===== src/rtl/fetch_pkg.sv =====
// Shared types and constants for the instruction fetch stage.
package fetch_pkg;

  typedef enum logic [0:0] {
    FETCH   = 1'b0,
    DISCARD = 1'b1
  } fetch_state_t;

  typedef struct packed {
    logic [31:0] instr;
    logic [31:0] pc;
  } fetch_entry_t;

  localparam logic [31:0] PC_STEP    = 32'd4;
  localparam logic [31:0] R15_OFFSET = 32'd8;

endpackage


===== src/rtl/fetch_fifo.sv =====
// Prefetch FIFO holding {instr, pc} pairs; head is zero when the FIFO is empty.
module fetch_fifo
  import fetch_pkg::*;
#(
  parameter int DEPTH = 2
) (
  input  logic                   clk,
  input  logic                   rst,
  input  logic                   push,
  input  logic                   pop,
  input  logic                   flush,
  input  fetch_entry_t           wr_entry,
  output logic [$clog2(DEPTH):0] count,
  output fetch_entry_t           head
);

  localparam int AW = $clog2(DEPTH);

  fetch_entry_t   mem [DEPTH];
  logic [AW-1:0]  wr_ptr;
  logic [AW-1:0]  rd_ptr;

  always_ff @(posedge clk or posedge rst) begin
    if (rst) begin
      wr_ptr <= '0;
      rd_ptr <= '0;
      count  <= '0;
    end else if (flush) begin
      wr_ptr <= '0;
      rd_ptr <= '0;
      count  <= '0;
    end else begin
      if (push) wr_ptr <= wr_ptr + 1'b1;
      if (pop)  rd_ptr <= rd_ptr + 1'b1;
      if (push && !pop)      count <= count + 1'b1;
      else if (pop && !push) count <= count - 1'b1;
    end
  end

  // Storage needs no reset: the head is masked whenever count is zero.
  always_ff @(posedge clk) begin
    if (push && !flush) mem[wr_ptr] <= wr_entry;
  end

  assign head = (count != '0) ? mem[rd_ptr] : '0;

endmodule


===== src/rtl/fetch_unit.sv =====
// Instruction fetch stage: PC, imem handshake, prefetch FIFO and redirect handling.
// Optional FETCH_PERF_EN adds fetch_count / flush_count performance counters.
module fetch_unit
  import fetch_pkg::*;
#(
  parameter int          DEPTH    = 2,
  parameter logic [31:0] RESET_PC = 32'h0000_0000
) (
  input  logic        clk,
  input  logic        rst,
  output logic        imem_req,
  output logic [31:0] imem_addr,
  input  logic        imem_ack,
  input  logic [31:0] imem_rdata,
  input  logic        PCSrc,
  input  logic [31:0] BranchTarget,
  input  logic        stall,
  output logic        InstrValid,
  output logic [31:0] Instr,
  output logic [3:0]  Cond,
  output logic [1:0]  Op,
  output logic [5:0]  Funct,
  output logic [3:0]  Rd,
  output logic [31:0] PCPlus8
`ifdef FETCH_PERF_EN
  ,
  output logic [31:0] fetch_count,
  output logic [31:0] flush_count
`endif
);

  localparam int CW = $clog2(DEPTH) + 1;
  localparam logic [CW-1:0] FULL = CW'(DEPTH);

  fetch_state_t  state;
  fetch_state_t  state_next;
  logic [31:0]   fetch_pc;
  logic [31:0]   discard_addr;
  logic [CW-1:0] count;
  fetch_entry_t  head;
  fetch_entry_t  wr_entry;
  logic          push;
  logic          pop;
  logic          dropped;
  logic          unused_target_bits;

  assign unused_target_bits = ^BranchTarget[1:0];

  always_ff @(posedge clk or posedge rst) begin
    if (rst) state <= FETCH;
    else     state <= state_next;
  end

  always_comb begin
    state_next = state;
    imem_req   = 1'b0;
    imem_addr  = fetch_pc;
    push       = 1'b0;
    dropped    = 1'b0;
    case (state)
      FETCH: begin
        imem_req = ~rst & (count < FULL);
        push     = imem_req & imem_ack & ~PCSrc;
        dropped  = imem_req & imem_ack & PCSrc;
        if (PCSrc && imem_req && !imem_ack) state_next = DISCARD;
      end
      DISCARD: begin
        // The old request must complete before the new address can be issued.
        imem_req  = ~rst;
        imem_addr = discard_addr;
        dropped   = imem_req & imem_ack;
        if (imem_ack) state_next = FETCH;
      end
      default: state_next = FETCH;
    endcase
  end

  always_ff @(posedge clk or posedge rst) begin
    if (rst) begin
      fetch_pc     <= RESET_PC;
      discard_addr <= RESET_PC;
    end else begin
      if (state == FETCH) discard_addr <= fetch_pc;
      if (PCSrc)     fetch_pc <= {BranchTarget[31:2], 2'b00};
      else if (push) fetch_pc <= fetch_pc + PC_STEP;
    end
  end

  assign InstrValid     = (count != '0);
  assign pop            = InstrValid & ~stall & ~PCSrc;
  assign wr_entry.instr = imem_rdata;
  assign wr_entry.pc    = fetch_pc;

  fetch_fifo #(.DEPTH(DEPTH)) u_fifo (
    .clk      (clk),
    .rst      (rst),
    .push     (push),
    .pop      (pop),
    .flush    (PCSrc),
    .wr_entry (wr_entry),
    .count    (count),
    .head     (head)
  );

  assign Instr   = head.instr;
  assign Cond    = Instr[31:28];
  assign Op      = Instr[27:26];
  assign Funct   = Instr[25:20];
  assign Rd      = Instr[15:12];
  assign PCPlus8 = head.pc + R15_OFFSET;

`ifdef FETCH_PERF_EN
  always_ff @(posedge clk or posedge rst) begin
    if (rst) begin
      fetch_count <= '0;
      flush_count <= '0;
    end else begin
      if (push)             fetch_count <= fetch_count + 1'b1;
      if (PCSrc || dropped) flush_count <= flush_count + 1'b1;
    end
  end
`else
  // No performance counters in this build.
`endif

endmodule

===== config.mk =====
export PLATFORM = sky130hd
export DESIGN_NAME = fetch_unit
export DESIGN_NICKNAME = d
export VERILOG_FILES = /design/src/rtl/fetch_pkg.sv /design/src/rtl/fetch_fifo.sv /design/src/rtl/fetch_unit.sv
export SDC_FILE = /design/constraint.sdc
export NUM_CORES = 1
export LEC_CHECK = 0
export BUFFER_PORTS_ARGS = -buffer_cell sky130_fd_sc_hd__buf_2
export CAP_MARGIN = 15
export CORE_MARGIN = 2
export CORE_UTILIZATION = 40
export DETAILED_ROUTE_END_ITERATION = 12
export GPL_TIMING_DRIVEN = 0
export PLACE_DENSITY = 0.67
export SYNTH_ARGS = -nofsm -noshare
export SYNTH_HDL_FRONTEND = slang
export SYNTH_SLANG_ARGS = --single-unit

===== constraint.sdc =====
create_clock -name clk -period 5.9 [get_ports clk]
set_input_delay 0 -clock clk [delete_from_list [all_inputs] [get_ports clk]]
set_output_delay 0 -clock clk [all_outputs]
set_load 0.01 [all_outputs]

==> summary.md <==
| Metric | Value |
|---|---|
| Total power draw | `3.534 mW` |
| Final WS setup | `1621 ps` |
| Num rows | `53` |
| Hold path start | `PCSrc` |
| Yosys top cell area share | `0.4293` |
| Post-route cell area | `11560 um2` |
| Post-synth EDFFs | `124` |
| WHS | `20.58 ps` |
| Nets | `1042` |
| Die Area | `22880 um2` |
| Worst path max stage delay | `540 ps` |
| Worst r2r dst | `fetch_pc[25]` |
| CTS tree | `yes` |
| Distinct cell type count after synthesis | `44` |
| Final critical-path share of the clock period | `0.7252` |
| Diodes inserted | `0` |
| Layout cell share with drive strength beyond 1 | `0.3110` |
| Post-route insts no fill | `1259` |
| Final setup viols | `0` |
| Number of H-tree levels | `4` |
| Total track usage | `0.1855` |
| Postcts setup bufs | `0` |
| Crit path cell chain | `buf_6 -> buf_6 -> buf_4 -> buf_4 -> buf_4 -> buf_4 -> mux2i_1 -> nor2_1 -> ha_1 -> o21ai_0 -> a211oi_1 -> nand3_2 -> buf_2 -> nor4_1 -> nor3_1 -> buf_2` |
| Combinational share of power | `0.226` |
| Worst slew pin tran | `807.1 ps` |
| Slew Limit Fails | `0` |
| # fillers | `1818` |
| Post-synth top flop | `edfxtp_1` |
| Outcome | `finished, final reports clean` |
| Net Sw Power | `1.025 mW` |
| Worst-Skew Late Latency | `430 ps` |
| Slowest stage cell, crit path | `a211oi_1` |
| Max-cap violations | `0` |
| Dpl cell area | `10060 um2` |
| Worst Setup Start Kind | `flop` |
| CP dominant cell by count | `buf_4` |
| Clock power frac | `0.330` |
| DRT Wirelength | `20990 um` |
| DRT antenna net count | `0` |
| Kind of end point of the critical path | `output pin` |
| CTS buffer count | `17` |
| Tightest Hold Check Type | `in2reg` |
| WL per Instance | `16.67 um` |
| Worst-path clk slew | `70 ps` |
| Die Ht | `151.3 um` |
| Total gr overflow | `0` |
| Pin count of the biggest net entering global routing | `68` |
| Post-synthesis sequential area ratio | `0.6226` |
| Sequential Area | `5400 um2` |
| Placer Congestion | `0.8527` |
| Yosys warns | `0` |
| Vias | `6208` |
| Post-route DRC | `0` |
| Initial antenna violation count | `0` |
| HPWL Detailed | `15130 um` |
| Pint | `2.509 mW` |
| Ys async rst share | `0.3508` |
| VDD IR max | `0.2250 mV` |
| Post-route minimum period | `4279 ps` |
| Rel. slew slack | `0.4619` |
| Setup TNS | `0 ps` |
| Net Sw Frac | `0.2901` |
| Reg-to-reg slack, setup | `3240 ps` |
| Largest cells by area after synthesis | `edfxtp_1, dfrtp_1, mux2i_1` |
| Horiz. Die Dim | `151.3 um` |
| Mapped Area | `8673 um2` |
| Avg Cell Area, Syn | `12.91 um2` |
| Core Area | `21150 um2` |
| Final Util | `0.5465` |
| TritonRoute pass-1 iters | `5` |
| Post-synthesis cell count | `672` |
| Vias per cell | `4.931` |
| Area of the multi-input gates | `2943 um2` |
| Worst Path Required | `5900 ps` |
| Vias in the first global route | `6263` |
| Pwr per Cell Area | `305.7 nW/um2` |
| # clock sinks | `191` |
| Synth Register Bits | `191` |
| Max Clock Freq | `233.7 MHz` |
| Final hold violation count | `0` |
| Dpl cells | `1138` |
| First-pass GRT wire length | `32330 um` |
| Synth top cells by count | `edfxtp_1, dfrtp_1, nor2_1` |
| Worst Setup SP | `u_fifo.rd_ptr` |
| R2r startpoint | `state` |
| Reg2Reg Depth | `8` |
| RSZ-0062 raised after global routing | `false` |
| Root buf cell | `clkbuf_16` |
| Max clock buf depth | `2` |
| Crit path DAT | `4280 ps` |
| Initial Utilization | `0.4100` |
| Crit-path max FO | `10` |
| Setup Skew | `9.399 ps` |
| Leak | `4.593 nW` |
| Hold path endpoint | `fetch_pc[3]` |
| I/O pin count | `183` |
| Port-buffer cells | `177` |
| Pre-CTS setup slack | `2053 ps` |
| Cell with the most instances after synthesis | `edfxtp_1` |
| Synth-to-Final Area Change | `33.28%` |
| Hold path depth | `2` |
| Critical path class | `reg2out` |
| Iter 0 DRT Violations | `342` |
| Seq pwr share | `0.443` |
| Cell taking the most area after synthesis | `edfxtp_1` |
power groups by stage:
stage	sequential, mW	combinational, mW	clock (mW)
3_5_place_dp	1.59	0.751	0
2_1_floorplan	1.57	0.479	0
6_report	1.57	0.800	1.17
3_3_place_gp	1.60	0.739	0
4_1_cts	1.56	0.808	1.20
5_1_grt	1.57	0.879	1.26
sequential cells by signal, summed over array words and instances (netlist names):
name and flops:
discard_addr 32, fetch_pc 30, state 1, u_fifo.count 2
u_fifo.mem 124, u_fifo.rd_ptr 1, u_fifo.wr_ptr 1
cell usage in the layout, fill, tap and decap left out, types with 24 or more instances in the layout:
cell type	count
nand3_1	26
nor2_1	64
xnor2_1	28
mux2i_1	58
nand2_1	49
mux2_2	32
dfrtp_1	67
dlygate4sd3_1	89
buf_4	24
o21ai_0	34
edfxtp_1	124
buf_2	187
kinds of logic (layout without fill, tap and decap cells):
logic type	Yosys count	count (layout)	synth area share
AOI/OAI and AO/OA	57	57	0.04184
buffers and inverters	57	368	0.03967
muxes	90	90	0.1085
other	1	2	0.0004324
DFF	191	191	0.6226
xor gates and xnor gates	50	50	0.05049
adders and majority gates	2	2	0.002885
and+or+nand+nor	224	224	0.1336
worst max-delay path, delay by kind of cell (launching register included):
kind            cells  cell delay, ps
buf+inv             8            1730
simple gates        4             750
compound gates      2             650
flops               1             340
fa+ha+maj           1             230
mux                 1             110
routing by layer:
metal | wire [um] | track usage
met1 | 9557 | 0.2423
met2 | 9809 | 0.3072
met3 | 1121 | 0.03645
met4 | 498 | 0.06869
met5 | 0 | 0
layout make-up:
type | instances | area share
Clock inverter | 14 | 0.01537
Clock buffer | 18 | 0.03713
Sequential cell | 191 | 0.4672
Timing Repair Buffer | 279 | 0.1660
Tap cell | 275 | 0.02977
Multi-Input combinational cell | 425 | 0.2546
Buffer | 51 | 0.02782
Inverter | 6 | 0.002165
what timing repair did:
action / 4_1_cts / 5_1_grt
resized for setup: 0 / 0
hold buffers: 89 / 0
hold endpoints to repair: 164 / 0
how the worst max path moves through the flow:
| stage | to | slack [ps] | cells past startpoint |
|---|---|---|---|
| detailed placement | PCPlus8[19] | 2050 | 16 |
| global placement | u_fifo.mem[1][37] | -2800 | 3 |
| floorplan | u_fifo.mem[1][10] | 10 | 4 |
| global route | PCPlus8[31] | 1220 | 16 |
| CTS | PCPlus8[19] | 1560 | 16 |
| finish | PCPlus8[19] | 1620 | 16 |
Note: power is estimated with default switching activity, not from simulation.
